$ cat src/rtl/strip_scan_sequencer_if.sv
// Injector-side bundle between strip_scan_sequencer (master) and comparator_injector (slave):
// half-strip select, counter clear, fire handshake and the muxed error count.
interface strip_scan_sequencer_if #(
  parameter int unsigned HS_BITS = 5
);
  logic [HS_BITS-1:0] active_halfstrip;
  logic               halfstrip_mask_en;
  logic               fire_pulse;
  logic               errcnt_rst;
  logic               pulser_ready;
  logic [15:0]        errcnt;

  modport master (
    output active_halfstrip, halfstrip_mask_en, fire_pulse, errcnt_rst,
    input  pulser_ready, errcnt
  );

  modport slave (
    input  active_halfstrip, halfstrip_mask_en, fire_pulse, errcnt_rst,
    output pulser_ready, errcnt
  );
endinterface

$ cat src/rtl/strip_scan_sequencer.sv
// Steps the injector across a half-strip range: clear counters, settle, fire, compare errcnt to a limit.
// Optional handshake watchdog enabled by defining SCAN_TIMEOUT_EN.
module strip_scan_sequencer #(
  parameter int unsigned HS_BITS        = 5,
  parameter int unsigned SETTLE_BITS    = 8,
  parameter int unsigned TIMEOUT_CYCLES = 65535
) (
  input  logic                   clock,
  input  logic                   reset,
  input  logic                   start,
  input  logic                   abort,
  input  logic [HS_BITS-1:0]     hs_first,
  input  logic [HS_BITS-1:0]     hs_last,
  input  logic [SETTLE_BITS-1:0] settle_cycles,
  input  logic [15:0]            err_limit,
  strip_scan_sequencer_if.master inj,
  output logic [31:0]            fail_map,
  output logic                   busy,
  output logic                   done,
  output logic                   range_err,
  output logic                   timeout
);

  typedef enum logic [2:0] {
    S_IDLE, S_CLR, S_SETTLE, S_FIRE, S_WAIT_BUSY, S_WAIT_DONE, S_EVAL, S_DONE
  } state_t;

  state_t                 state_q;
  logic [HS_BITS-1:0]     hs_q;
  logic [HS_BITS-1:0]     last_q;
  logic [SETTLE_BITS-1:0] settle_q;
  logic [SETTLE_BITS-1:0] settle_cnt_q;
  logic [15:0]            limit_q;
  logic [31:0]            fail_map_q;
  logic                   fire_pulse_q;
  logic                   errcnt_rst_q;
  logic                   busy_q;
  logic                   done_q;
  logic                   range_err_q;

  logic in_wait_c;
  logic wd_hit_c;
  logic strip_end_c;
  logic strip_fail_c;

  assign in_wait_c    = (state_q == S_WAIT_BUSY) || (state_q == S_WAIT_DONE);
  // A watchdog expiry ends the strip exactly like EVAL, but always marks it failed.
  assign strip_end_c  = (state_q == S_EVAL) || wd_hit_c;
  assign strip_fail_c = wd_hit_c || ((state_q == S_EVAL) && (inj.errcnt > limit_q));

  always_ff @(posedge clock or posedge reset) begin
    if (reset) begin
      state_q      <= S_IDLE;
      hs_q         <= '0;
      last_q       <= '0;
      settle_q     <= '0;
      settle_cnt_q <= '0;
      limit_q      <= '0;
      fail_map_q   <= '0;
      fire_pulse_q <= 1'b0;
      errcnt_rst_q <= 1'b0;
      busy_q       <= 1'b0;
      done_q       <= 1'b0;
      range_err_q  <= 1'b0;
    end else begin
      fire_pulse_q <= 1'b0;
      errcnt_rst_q <= 1'b0;
      done_q       <= 1'b0;
      if (abort && (state_q != S_IDLE)) begin
        state_q <= S_IDLE;
        busy_q  <= 1'b0;
      end else begin
        case (state_q)
          S_IDLE: begin
            if (start && !abort) begin
              last_q      <= hs_last;
              settle_q    <= settle_cycles;
              limit_q     <= err_limit;
              fail_map_q  <= '0;
              range_err_q <= 1'b0;
              busy_q      <= 1'b1;
              if (hs_first > hs_last) begin
                range_err_q <= 1'b1;
                done_q      <= 1'b1;
                state_q     <= S_DONE;
              end else begin
                hs_q         <= hs_first;
                errcnt_rst_q <= 1'b1;
                state_q      <= S_CLR;
              end
            end
          end
          S_CLR: begin
            settle_cnt_q <= settle_q;
            state_q      <= S_SETTLE;
          end
          S_SETTLE: begin
            if (settle_cnt_q == '0) begin
              fire_pulse_q <= 1'b1;
              state_q      <= S_FIRE;
            end else begin
              settle_cnt_q <= settle_cnt_q - SETTLE_BITS'(1);
            end
          end
          S_FIRE:      state_q <= S_WAIT_BUSY;
          S_WAIT_BUSY: if (!inj.pulser_ready) state_q <= S_WAIT_DONE;
          S_WAIT_DONE: if (inj.pulser_ready)  state_q <= S_EVAL;
          S_EVAL:      state_q <= S_EVAL;
          S_DONE: begin
            busy_q  <= 1'b0;
            state_q <= S_IDLE;
          end
          default:     state_q <= S_IDLE;
        endcase

        // Last-index test precedes the increment so hs_last at the top index cannot wrap.
        if (strip_end_c) begin
          if (strip_fail_c) fail_map_q[hs_q] <= 1'b1;
          if (hs_q == last_q) begin
            done_q  <= 1'b1;
            state_q <= S_DONE;
          end else begin
            hs_q         <= hs_q + HS_BITS'(1);
            errcnt_rst_q <= 1'b1;
            state_q      <= S_CLR;
          end
        end
      end
    end
  end

`ifdef SCAN_TIMEOUT_EN
  localparam int unsigned WD_BITS = $clog2(TIMEOUT_CYCLES + 1);

  logic [WD_BITS-1:0] wd_q;
  logic               timeout_q;

  assign wd_hit_c = in_wait_c && (wd_q == WD_BITS'(TIMEOUT_CYCLES - 1));

  // Watchdog spans WAIT_BUSY plus WAIT_DONE of one strip; timeout is sticky until the next start.
  always_ff @(posedge clock or posedge reset) begin
    if (reset) begin
      wd_q      <= '0;
      timeout_q <= 1'b0;
    end else begin
      if ((state_q == S_IDLE) && start && !abort) timeout_q <= 1'b0;
      if (wd_hit_c && !abort)                     timeout_q <= 1'b1;
      if (state_q == S_FIRE)  wd_q <= '0;
      else if (in_wait_c)     wd_q <= wd_q + WD_BITS'(1);
    end
  end

  assign timeout = timeout_q;
`else
  logic unused_timeout_cfg;
  assign unused_timeout_cfg = (TIMEOUT_CYCLES == 0);
  assign wd_hit_c           = 1'b0;
  assign timeout            = 1'b0;
`endif

  assign inj.active_halfstrip  = hs_q;
  assign inj.halfstrip_mask_en = busy_q;
  assign inj.fire_pulse        = fire_pulse_q;
  assign inj.errcnt_rst        = errcnt_rst_q;
  assign fail_map              = fail_map_q;
  assign busy                  = busy_q;
  assign done                  = done_q;
  assign range_err             = range_err_q;

endmodule

$ cat src/flat_wrapper.sv
// flat-port wrapper written by rule: the top's interface ports become plain ports
module strip_scan_sequencer_flat 
#(
  parameter int unsigned HS_BITS        = 5,
  parameter int unsigned SETTLE_BITS    = 8,
  parameter int unsigned TIMEOUT_CYCLES = 65535
)
  (clock, reset, start, abort, hs_first, hs_last, settle_cycles, err_limit, fail_map, busy, done, range_err, timeout, inj_active_halfstrip, inj_halfstrip_mask_en, inj_fire_pulse, inj_errcnt_rst, inj_pulser_ready, inj_errcnt);
  strip_scan_sequencer_if #(.HS_BITS(HS_BITS)) inj_i ();
  input  logic clock;
  input  logic reset;
  input  logic start;
  input  logic abort;
  input  logic [HS_BITS-1:0] hs_first;
  input  logic [HS_BITS-1:0] hs_last;
  input  logic [SETTLE_BITS-1:0] settle_cycles;
  input  logic [15:0] err_limit;
  output logic [31:0] fail_map;
  output logic busy;
  output logic done;
  output logic range_err;
  output logic timeout;
  output wire logic [$bits(inj_i.active_halfstrip)-1:0] inj_active_halfstrip;
  output wire logic [$bits(inj_i.halfstrip_mask_en)-1:0] inj_halfstrip_mask_en;
  output wire logic [$bits(inj_i.fire_pulse)-1:0] inj_fire_pulse;
  output wire logic [$bits(inj_i.errcnt_rst)-1:0] inj_errcnt_rst;
  input wire logic [$bits(inj_i.pulser_ready)-1:0] inj_pulser_ready;
  input wire logic [$bits(inj_i.errcnt)-1:0] inj_errcnt;
  assign inj_active_halfstrip = inj_i.active_halfstrip;
  assign inj_halfstrip_mask_en = inj_i.halfstrip_mask_en;
  assign inj_fire_pulse = inj_i.fire_pulse;
  assign inj_errcnt_rst = inj_i.errcnt_rst;
  assign inj_i.pulser_ready = inj_pulser_ready;
  assign inj_i.errcnt = inj_errcnt;
  strip_scan_sequencer #(.HS_BITS(HS_BITS), .SETTLE_BITS(SETTLE_BITS), .TIMEOUT_CYCLES(TIMEOUT_CYCLES)) u_core (.clock(clock), .reset(reset), .start(start), .abort(abort), .hs_first(hs_first), .hs_last(hs_last), .settle_cycles(settle_cycles), .err_limit(err_limit), .inj(inj_i), .fail_map(fail_map), .busy(busy), .done(done), .range_err(range_err), .timeout(timeout));
endmodule
$ cat config.mk
export PLATFORM = sky130hd
export DESIGN_NAME = strip_scan_sequencer_flat
export DESIGN_NICKNAME = d
export VERILOG_FILES = /design/src/rtl/strip_scan_sequencer_if.sv /design/src/rtl/strip_scan_sequencer.sv /design/src/flat_wrapper.sv
export SDC_FILE = /design/constraint.sdc
export NUM_CORES = 1
export LEC_CHECK = 0
export BUFFER_PORTS_ARGS = -buffer_cell sky130_fd_sc_hd__clkbuf_2
export CORE_MARGIN = 2
export CORE_UTILIZATION = 50
export CTS_BUF_LIST = sky130_fd_sc_hd__clkbuf_4 sky130_fd_sc_hd__clkbuf_8
export DETAILED_ROUTE_END_ITERATION = 12
export PLACE_DENSITY = 0.74
export SYNTH_ARGS = -nofsm -noshare
export SYNTH_HDL_FRONTEND = slang
export SYNTH_SLANG_ARGS = --single-unit
$ cat constraint.sdc
create_clock -name clock -period 4.12 [get_ports clock]
set_clock_uncertainty 0.05 [all_clocks]
set_input_delay 0.824 -clock clock [delete_from_list [all_inputs] [get_ports clock]]
set_output_delay 0.824 -clock clock [all_outputs]
set_load 0.02 [all_outputs]
==> results.py, run 1 <==
metrics = {
    "run_status": {
        "outcome": "finished, final reports clean",
    },
    "min_path": {
        "hold_depth": 1,
        "min_path_type": "flop to flop",
    },
    "clocking": {
        "cts_tree": "built",
        "numCtsBuffers": 9,
        "insertion_delay_ns": 0.36,
        "clock_sinks": 82,
        "post_cts_resized": 0,
        "clkTransAtPathRegs_ns": 0.09,
        "postCtsSetupBuffers": 0,
        "cts_root_buf": "clkbuf_8",
        "cts_hold_buf": 0,
        "htree_levels": 3,
        "clk_path_buf_depth": 2,
    },
    "drt": {
        "drt_first_pass_iters": 4,
        "drc": 0,
        "vias": 3458,
        "post_drt_wl_per_cell_um": 15.3,
        "drt_wl_total_um": 9500,
        "viasPerCell": 5.59,
        "drt_iter0_drc": 156,
        "ant_nets": 0,
    },
    "job": {
        "drv_cap": 0,
    },
    "placed_design": {
        "portBuffers": 97,
        "gp_congestion": 0.814,
        "post-place-ws_ns": 1.27,
        "dp_hpwl_um": 6910,
    },
    "synth": {
        "synthArstFlopShare": 1.00,
        "syn_nets": 499,
        "ys_types": 48,
        "synth_area_leaders": "dfrtp_1 (47%), ha_1 (7.7%), mux2_2 (6.4%)",
        "synth_common_cells": "dfrtp_1 (82), o21ai_0 (28), ha_1 (27), inv_1 (27)",
        "synth.top_cell.area_share": 0.467,
        "yosysWarnings": 0,
        "ys_ff_latch": 82,
        "synth.most_common_cell": "dfrtp_1",
        "synth-edff-count": 0,
        "synth_area_leader_cell": "dfrtp_1",
        "seq_area_frac_synth": 0.467,
        "synth.avg_cell_area_um2": 10.5,
        "syn_inst": 417,
        "netlist_area_mm2": 0.00440,
        "ys.flop_type": "dfrtp_1",
    },
    "floorplan": {
        "die_x_um": 97.8,
        "die_area_mm2": 0.00956,
        "ioPinCount": 99,
        "rows": 34,
        "core_mm2": 0.00864,
        "fp.dieH_um": 97.8,
        "initial_core_util": 0.509,
    },
    "global_routing": {
        "antenna_found_initial": 0,
        "gr-total-overflow": 0,
        "grt_max_degree": 61,
        "grt-busiest-layer": "met2",
        "grt_usage": 0.206,
        "grt_pass1_vias": 3382,
        "grt_use_met1": 0.268,
        "grt_first_pass_wirelength_um": 16000,
        "globalRouteMet2Util": 0.343,
        "use_met3": 0.0551,
    },
    "timing": {
        "maxSlewHeadroom": 0.331,
        "fin_crit_sh": 0.594,
        "holdWs_ns": 0.455,
        "rsz0062_at_grt": "no",
        "fmaxAchievable_mhz": 409,
        "setup_tns_ns": 0,
        "fin_crit_ns": 2.45,
        "hold_viol_final": 0,
        "slew_violations": 0,
        "fin_ws_ns": 1.67,
        "finalSetupViolCount": 0,
        "tightest_slew_ns": 1.00,
    },
    "final_layout": {
        "drive_gt1_frac": 0.321,
        "fillers": 757,
        "syn_to_final_growth_pct": 18.0,
        "final_util": 0.600,
        "num_antenna_cells": 0,
        "layout.nets": 588,
    },
    "power_and_ir_drop": {
        "finalPower_w": 0.00312,
        "powerDensity_mw_per_mm2": 602,
        "ir_drop_v": 0.000307,
        "power.leakage_nw": 2.80,
    },
    "setup_path": {
        "worstSetupEndpointType": "flop",
        "r2r_cells": 5,
        "arrival_ns": 2.65,
        "required_ns": 4.33,
        "criticalPathCategory": "input port to flop",
        "crit_path_max_fanout": 36,
        "critPathLaunchType": "input port",
    },
}
==> per-stage QoR <==
step	instance area, um2	cells
after floorplan	4400	417
after global placement	4950	603
after detailed placement	4950	603
after CTS	5180	619
after global routing	5180	619
final	5180	619
==> per-layer routing <==
metal,wire (um),vias up
li1,-,1670
met5,0,-
met2,4740,98
met4,91,0
met1,4120,1683
met3,552,7
==> logic make-up after synthesis <==
logic type / count (synthesis) / synth area share
adders and majority gates: 27 / 0.0769
AOI/OAI and AO/OA: 97 / 0.167
other: 1 / 0.000853
DFF: 82 / 0.467
xor gates and xnor gates: 6 / 0.0120
buffers and inverters: 52 / 0.0495
and+or+nand+nor: 126 / 0.159
muxes: 26 / 0.0675
==> final cells by class <==
class / count / area (um2) / share of cell area
tap: 108 / 135 / 0.0261
inverter: 28 / 106 / 0.0205
sequential: 82 / 2050 / 0.396
clock buffer: 11 / 151 / 0.0292
clock inverter: 5 / 85.1 / 0.0164
timing repair buffer: 102 / 523 / 0.101
multi-input combinational: 283 / 2130 / 0.411
==> final timing paths <==
kind | startpoint | slack [ns] | endpoint
max in group asynchronous | reset | 2.54 | u_core.fail_map[13]
min | u_core.fail_map[24] | 0.46 | u_core.fail_map[24]
min reg2reg | u_core.fail_map[24] | 0.46 | u_core.fail_map[24]
max reg2reg | u_core.state_q[0] | 1.78 | u_core.inj.active_halfstrip[0]
max | abort | 1.67 | u_core.inj.active_halfstrip[0]
min in group asynchronous | reset | 0.60 | u_core.limit_q[13]
==> cells in the final DEF, fill, tap and decap left out, types with 5 or more instances in the layout <==
master	Yosys	routed
and2_1	21	21
nor3_1	8	8
o21ai_0	28	28
and3_1	13	13
clkbuf_2	0	97
buf_4	3	5
inv_1	27	26
nand2_1	25	25
dfrtp_1	82	82
clkbuf_8	0	11
nand3_1	9	9
nand2b_1	6	6
a21oi_1	14	14
nor2_1	23	23
nor2b_1	5	5
a41o_1	21	21
a22oi_1	6	6
mux2_2	25	25
ha_1	27	27
a22o_1	11	11
==> critical path, stage by stage <==
cell,delay (ns)
clkbuf_2,0.13
nand2b_1,0.17
nand3b_2,0.64
nand2b_4,0.39
mux2_4,0.27
o221a_1,0.22
==> flip-flops by register name, summed over array words and instances, names as in the netlist, 3 cells and up <==
name	cells
u_core.settle_q	8
u_core.last_q	5
u_core.state_q	3
u_core.inj.active_halfstrip	5
u_core.fail_map	32
u_core.limit_q	16
u_core.settle_cnt_q	8
==> report_power, final <==
group	internal [W]	switching (W)	total [W]
Clock	0.000378	0.000307	0.000684
Combinational	0.000510	0.000660	0.00117
Sequential	0.00104	0.000228	0.00127
Note: power is estimated with default switching activity, not from simulation.
==> run 2, diff against run 1 <==
--- a/config.mk
+++ b/config.mk
@@ -10,7 +10,7 @@
 export CORE_UTILIZATION = 50
 export CTS_BUF_LIST = sky130_fd_sc_hd__clkbuf_4 sky130_fd_sc_hd__clkbuf_8
 export DETAILED_ROUTE_END_ITERATION = 12
-export PLACE_DENSITY = 0.74
+export PLACE_DENSITY = 0.77
 export SYNTH_ARGS = -nofsm -noshare
 export SYNTH_HDL_FRONTEND = slang
 export SYNTH_SLANG_ARGS = --single-unit
==> constraint.sdc (replaced) <==
create_clock -name clock -period 2 [get_ports clock]
set_clock_uncertainty 0.05 [all_clocks]
set_input_delay 0.4 -clock clock [delete_from_list [all_inputs] [get_ports clock]]
set_output_delay 0.4 -clock clock [all_outputs]
set_load 0.02 [all_outputs]
==> results.py, run 2 (synthesis gave the netlist of run 1 again) <==
metrics = {
    "setup_path": {
        "rr_startpoint": "u_core.limit_q[1]",
        "worstSetupEndpointType": "flop",
        "crit_path_max_fanout": 32,
        "r2r-end": "u_core.fail_map[13]",
        "required_ns": 2.19,
        "arrival_ns": 2.24,
        "criticalPathCategory": "flop to flop",
        "r2r_setup_slack_ns": -0.05,
        "r2r_cells": 9,
        "startpoint": "u_core.limit_q[1]",
        "critPathLaunchType": "flop",
    },
    "floorplan": {
        "fp.dieH_um": 97.8,
        "die_area_mm2": 0.00956,
        "die_x_um": 97.8,
        "ioPinCount": 99,
        "initial_core_util": 0.509,
        "core_mm2": 0.00864,
        "rows": 34,
    },
    "final_layout": {
        "fillers": 719,
        "final_common_cell": "clkbuf_2",
        "mostFrequentLayoutCells": "clkbuf_2 (97), dfrtp_1 (82), o21ai_0 (28)",
        "layout.nets": 610,
        "drive_gt1_frac": 0.364,
        "largest_reg_flops": 32,
        "syn_to_final_growth_pct": 23.9,
        "seq_area_mm2": 0.00205,
        "num_antenna_cells": 0,
        "fin_area_mm2": 0.00545,
        "multi_input_area_mm2": 0.00218,
    },
    "timing": {
        "fin_crit_sh": 1.02,
        "rsz0062_at_grt": "yes",
        "fmaxAchievable_mhz": 488,
        "finalSetupViolCount": 32,
        "tightest_slew_ns": 0.562,
        "fin_crit_ns": 2.05,
        "maxSlewHeadroom": 0.625,
        "hold_viol_final": 0,
        "setup_tns_ns": -0.854,
        "slew_violations": 0,
        "fin_ws_ns": -0.0475,
    },
    "placed_design": {
        "dp_hpwl_um": 7010,
        "portBuffers": 97,
        "dpl_cell_area_mm2": 0.00518,
        "gp_congestion": 0.840,
    },
    "clocking": {
        "clock_sinks": 82,
        "cts_hold_buf": 0,
        "htree_levels": 3,
        "postCtsSetupBuffers": 0,
        "clk_path_buf_depth": 2,
        "clkTransAtPathRegs_ns": 0.09,
        "cts_root_buf": "clkbuf_8",
        "cts_tree": "built",
        "numCtsBuffers": 9,
        "insertion_delay_ns": 0.35,
    },
    "run_status": {
        "violations": "setup timing",
        "outcome": "finished with violations",
    },
    "global_routing": {
        "grt_first_pass_wirelength_um": 16200,
        "grt_max_degree": 69,
        "gr-total-overflow": 0,
        "grt_usage": 0.208,
        "antenna_found_initial": 0,
        "grt_pass1_vias": 3438,
    },
    "power_and_ir_drop": {
        "powerDensity_mw_per_mm2": 1220,
        "ir_drop_v": 0.000640,
        "power.leakage_nw": 2.93,
    },
    "drt": {
        "drc": 0,
        "drt_first_pass_iters": 4,
        "post_drt_wl_per_cell_um": 14.8,
        "drt_iter0_drc": 90,
        "ant_nets": 0,
        "drt_wl_total_um": 9490,
        "viasPerCell": 5.51,
        "vias": 3531,
    },
    "job": {
        "drv_cap": 0,
    },
    "min_path": {
        "min_path_type": "input port to asynchronous set/reset pin",
    },
}
## run 2: cell types whose count changed in the layout (fill, tap and decap cells not counted), sizes merged
cell,delta
buf,+22
inv,-1
clkinvlp,+2
clkinv,+1
clkbuf,-2
## run 2: worst max-delay path, cell delays in order, from the launching register on
cell and delay, ns:
dfrtp_1 0.39, inv_2 0.07, ha_4 0.19, nor2b_4 0.12
o21a_1 0.17, o21a_1 0.17, o211ai_1 0.17, nand4_1 0.17
buf_12 0.21, a41o_1 0.22
## run 2: power by group
group / switching (W) / leakage [nW] / internal, W / total [W]
Combinational: 0.00156 / 1.77 / 0.00125 / 0.00281
Clock: 0.000618 / 0.105 / 0.000701 / 0.00132
Sequential: 0.000350 / 1.06 / 0.00215 / 0.00250
Total: 0.00253 / 2.93 / 0.00410 / 0.00663
## run 2: layer usage
layer | vias to the layer above | track usage | routed length [um]
met5 | - | 0 | 0
met4 | 0 | 0.0673 | 99
met3 | 8 | 0.0408 | 518
met2 | 99 | 0.338 | 4710
met1 | 1706 | 0.284 | 4160
li1 | 1718 | - | -
## run 2: what timing repair did
| item | 4_1_cts | 5_1_grt |
|---|---|---|
| pin swaps | 2 | 0 |
| endpoints found under the setup margin | 32 | 38 |
| gates cloned | 0 | 0 |
| gates resized for setup | 3 | 5 |
## run 2: final cells by class
type,instances,share of cell area
clock buffer,9,0.0227
clock inverter,7,0.0172
inverter,28,0.0200
multi-input combinational,283,0.401
sequential,82,0.377
tap,108,0.0248
timing repair buffer,124,0.138
## run 2: worst max-delay path by stage
stage | end | slack [ns] | depth (start not counted)
3_3_place_gp | u_core.fail_map[18] | -0.12 | 9
3_5_place_dp | u_core.fail_map[13] | -0.23 | 9
2_1_floorplan | u_core.inj.active_halfstrip[0] | 0.002 | 8
4_1_cts | u_core.fail_map[11] | -0.05 | 9
6_report | u_core.fail_map[13] | -0.05 | 9
5_1_grt | u_core.fail_map[13] | -0.14 | 9
## run 2: per-stage QoR
stage               hold WS, ns  setup WS [ns]  utilization  power [W]  std cells
floorplan                 0.419        0.00177            -    0.00444        417
global placement          0.418         -0.119        0.600    0.00513        625
detailed placement        0.416         -0.231        0.600    0.00524        625
CTS                      0.0360        -0.0528        0.627    0.00661        641
global route             0.0600         -0.141        0.631    0.00714        641
finish                   0.0339        -0.0475        0.631    0.00663        641
==> run 3, diff against run 2 <==
--- a/config.mk
+++ b/config.mk
@@ -10,7 +10,7 @@
 export CORE_UTILIZATION = 50
 export CTS_BUF_LIST = sky130_fd_sc_hd__clkbuf_4 sky130_fd_sc_hd__clkbuf_8
 export DETAILED_ROUTE_END_ITERATION = 12
-export PLACE_DENSITY = 0.77
+export PLACE_DENSITY = 0.74
 export SYNTH_ARGS = -nofsm -noshare
 export SYNTH_HDL_FRONTEND = slang
 export SYNTH_SLANG_ARGS = --single-unit
==> constraint.sdc (replaced) <==
create_clock -name clock -period 2.27 [get_ports clock]
set_clock_uncertainty 0.05 [all_clocks]
set_input_delay 0.454 -clock clock [delete_from_list [all_inputs] [get_ports clock]]
set_output_delay 0.454 -clock clock [all_outputs]
set_load 0.02 [all_outputs]
==> results.py, run 3 (synthesis gave the netlist of run 1 again) <==
metrics = {
    "drt": {
        "drt_wl_total_um": 9380,
        "vias": 3435,
        "post_drt_wl_per_cell_um": 15.0,
        "drt_iter0_drc": 138,
        "ant_nets": 0,
        "drc": 0,
        "drt_first_pass_iters": 4,
        "viasPerCell": 5.49,
    },
    "power_and_ir_drop": {
        "power.leakage_nw": 2.82,
        "powerDensity_mw_per_mm2": 1060,
        "ir_drop_v": 0.000568,
    },
    "timing": {
        "rsz0062_at_grt": "no",
        "fmaxAchievable_mhz": 490,
        "fin_crit_ns": 2.04,
        "finalSetupViolCount": 0,
        "fin_crit_sh": 0.899,
        "slew_violations": 0,
        "hold_viol_final": 0,
        "setup_tns_ns": 0,
    },
    "job": {
        "drv_cap": 0,
    },
    "global_routing": {
        "grt_usage": 0.205,
        "grt_max_degree": 83,
        "grt_pass1_vias": 3393,
        "gr-total-overflow": 0,
        "grt_first_pass_wirelength_um": 16000,
        "antenna_found_initial": 0,
    },
    "setup_path": {
        "r2r_cells": 9,
        "required_ns": 2.48,
        "worstSetupEndpointType": "flop",
        "critPathLaunchType": "flop",
        "r2r_setup_slack_ns": 0.23,
        "startpoint": "u_core.limit_q[1]",
        "r2r-end": "u_core.fail_map[29]",
        "criticalPathCategory": "flop to flop",
        "arrival_ns": 2.25,
        "rr_startpoint": "u_core.limit_q[1]",
        "crit_path_max_fanout": 32,
    },
    "final_layout": {
        "num_antenna_cells": 0,
        "final_util": 0.607,
        "mostFrequentLayoutCells": "clkbuf_2 (97), dfrtp_1 (82), o21ai_0 (28)",
        "largest_reg_flops": 32,
        "layout.nets": 595,
        "final_cells": 626,
        "fillers": 762,
        "final_common_cell": "clkbuf_2",
        "drive_gt1_frac": 0.330,
        "syn_to_final_growth_pct": 19.3,
        "fin_area_mm2": 0.00524,
    },
    "floorplan": {
        "initial_core_util": 0.509,
        "rows": 34,
        "die_area_mm2": 0.00956,
        "die_x_um": 97.8,
        "fp.dieH_um": 97.8,
        "core_mm2": 0.00864,
        "ioPinCount": 99,
    },
    "clocking": {
        "numCtsBuffers": 9,
        "post_cts_resized": 0,
        "htree_levels": 3,
        "postCtsSetupBuffers": 0,
        "clk_path_buf_depth": 2,
        "cts_hold_buf": 0,
        "cts_root_buf": "clkbuf_8",
        "insertion_delay_ns": 0.36,
        "cts_tree": "built",
        "clkTransAtPathRegs_ns": 0.10,
        "clock_sinks": 82,
    },
    "min_path": {
        "min_path_type": "input port to asynchronous set/reset pin",
    },
    "placed_design": {
        "dpl_cell_area_mm2": 0.00505,
        "place_inst": 610,
        "dp_hpwl_um": 6810,
        "gp_congestion": 0.829,
        "portBuffers": 97,
    },
    "run_status": {
        "outcome": "finished, final reports clean",
    },
}
## run 3: cell types whose count changed in the layout (fill, tap and decap cells not counted), sizes merged
| cell | before | now |
|---|---|---|
| clkinv | 3 | 0 |
| buf | 27 | 12 |
| inv | 27 | 33 |
| clkinvlp | 3 | 2 |
| bufinv | 2 | 0 |
## run 3: through the flow
stage / hold slack, ns / setup WS (ns) / total power (W)
global placement: 0.420 / 0.0985 / 0.00445
floorplan: 0.419 / 0.169 / 0.00391
detailed placement: 0.422 / 0.0386 / 0.00457
CTS: 0.146 / 0.227 / 0.00563
global route: 0.174 / 0.0832 / 0.00604
finish: 0.127 / 0.229 / 0.00557
## run 3: where the power goes
group	internal, W	switching [W]	total [W]
logic	0.00102	0.00129	0.00230
registers	0.00189	0.000339	0.00223
clock network	0.000428	0.000605	0.00103
total	0.00333	0.00223	0.00557
## run 3: worst max path at each step
stage	end	slack [ns]	cells after the start
2_1_floorplan	u_core.inj.active_halfstrip[0]	0.17	8
3_3_place_gp	u_core.inj.active_halfstrip[0]	0.1	8
3_5_place_dp	u_core.inj.active_halfstrip[0]	0.04	8
4_1_cts	u_core.fail_map[5]	0.23	9
5_1_grt	u_core.state_q[1]	0.08	6
6_report	u_core.fail_map[29]	0.23	9
## run 3: worst max-delay path, stage by stage (launching register included)
cell and delay, ns:
dfrtp_1 0.38, inv_1 0.07, ha_1 0.22, nor2b_1 0.13, o21a_1 0.16, o21a_1 0.17
o211ai_1 0.16, nand4_1 0.17, buf_12 0.20, a41o_1 0.23
## run 3: per-layer routing
| metal | part of all wire | track usage |
|---|---|---|
| met3 | 0.054 | 0.0480 |
| met1 | 0.44 | 0.270 |
| met4 | 0.0092 | 0.0673 |
| met2 | 0.50 | 0.338 |
| met5 | 0 | 0 |
## run 3: layout make-up
type	count	area, um2	share of cell area
multi-input cells	283	2130	0.407
repair buffers	109	626	0.119
clock inverters	7	65.1	0.0124
flip-flops and latches	82	2050	0.391
inverters	28	109	0.0208
well taps	108	135	0.0258
clock buffers	9	124	0.0236
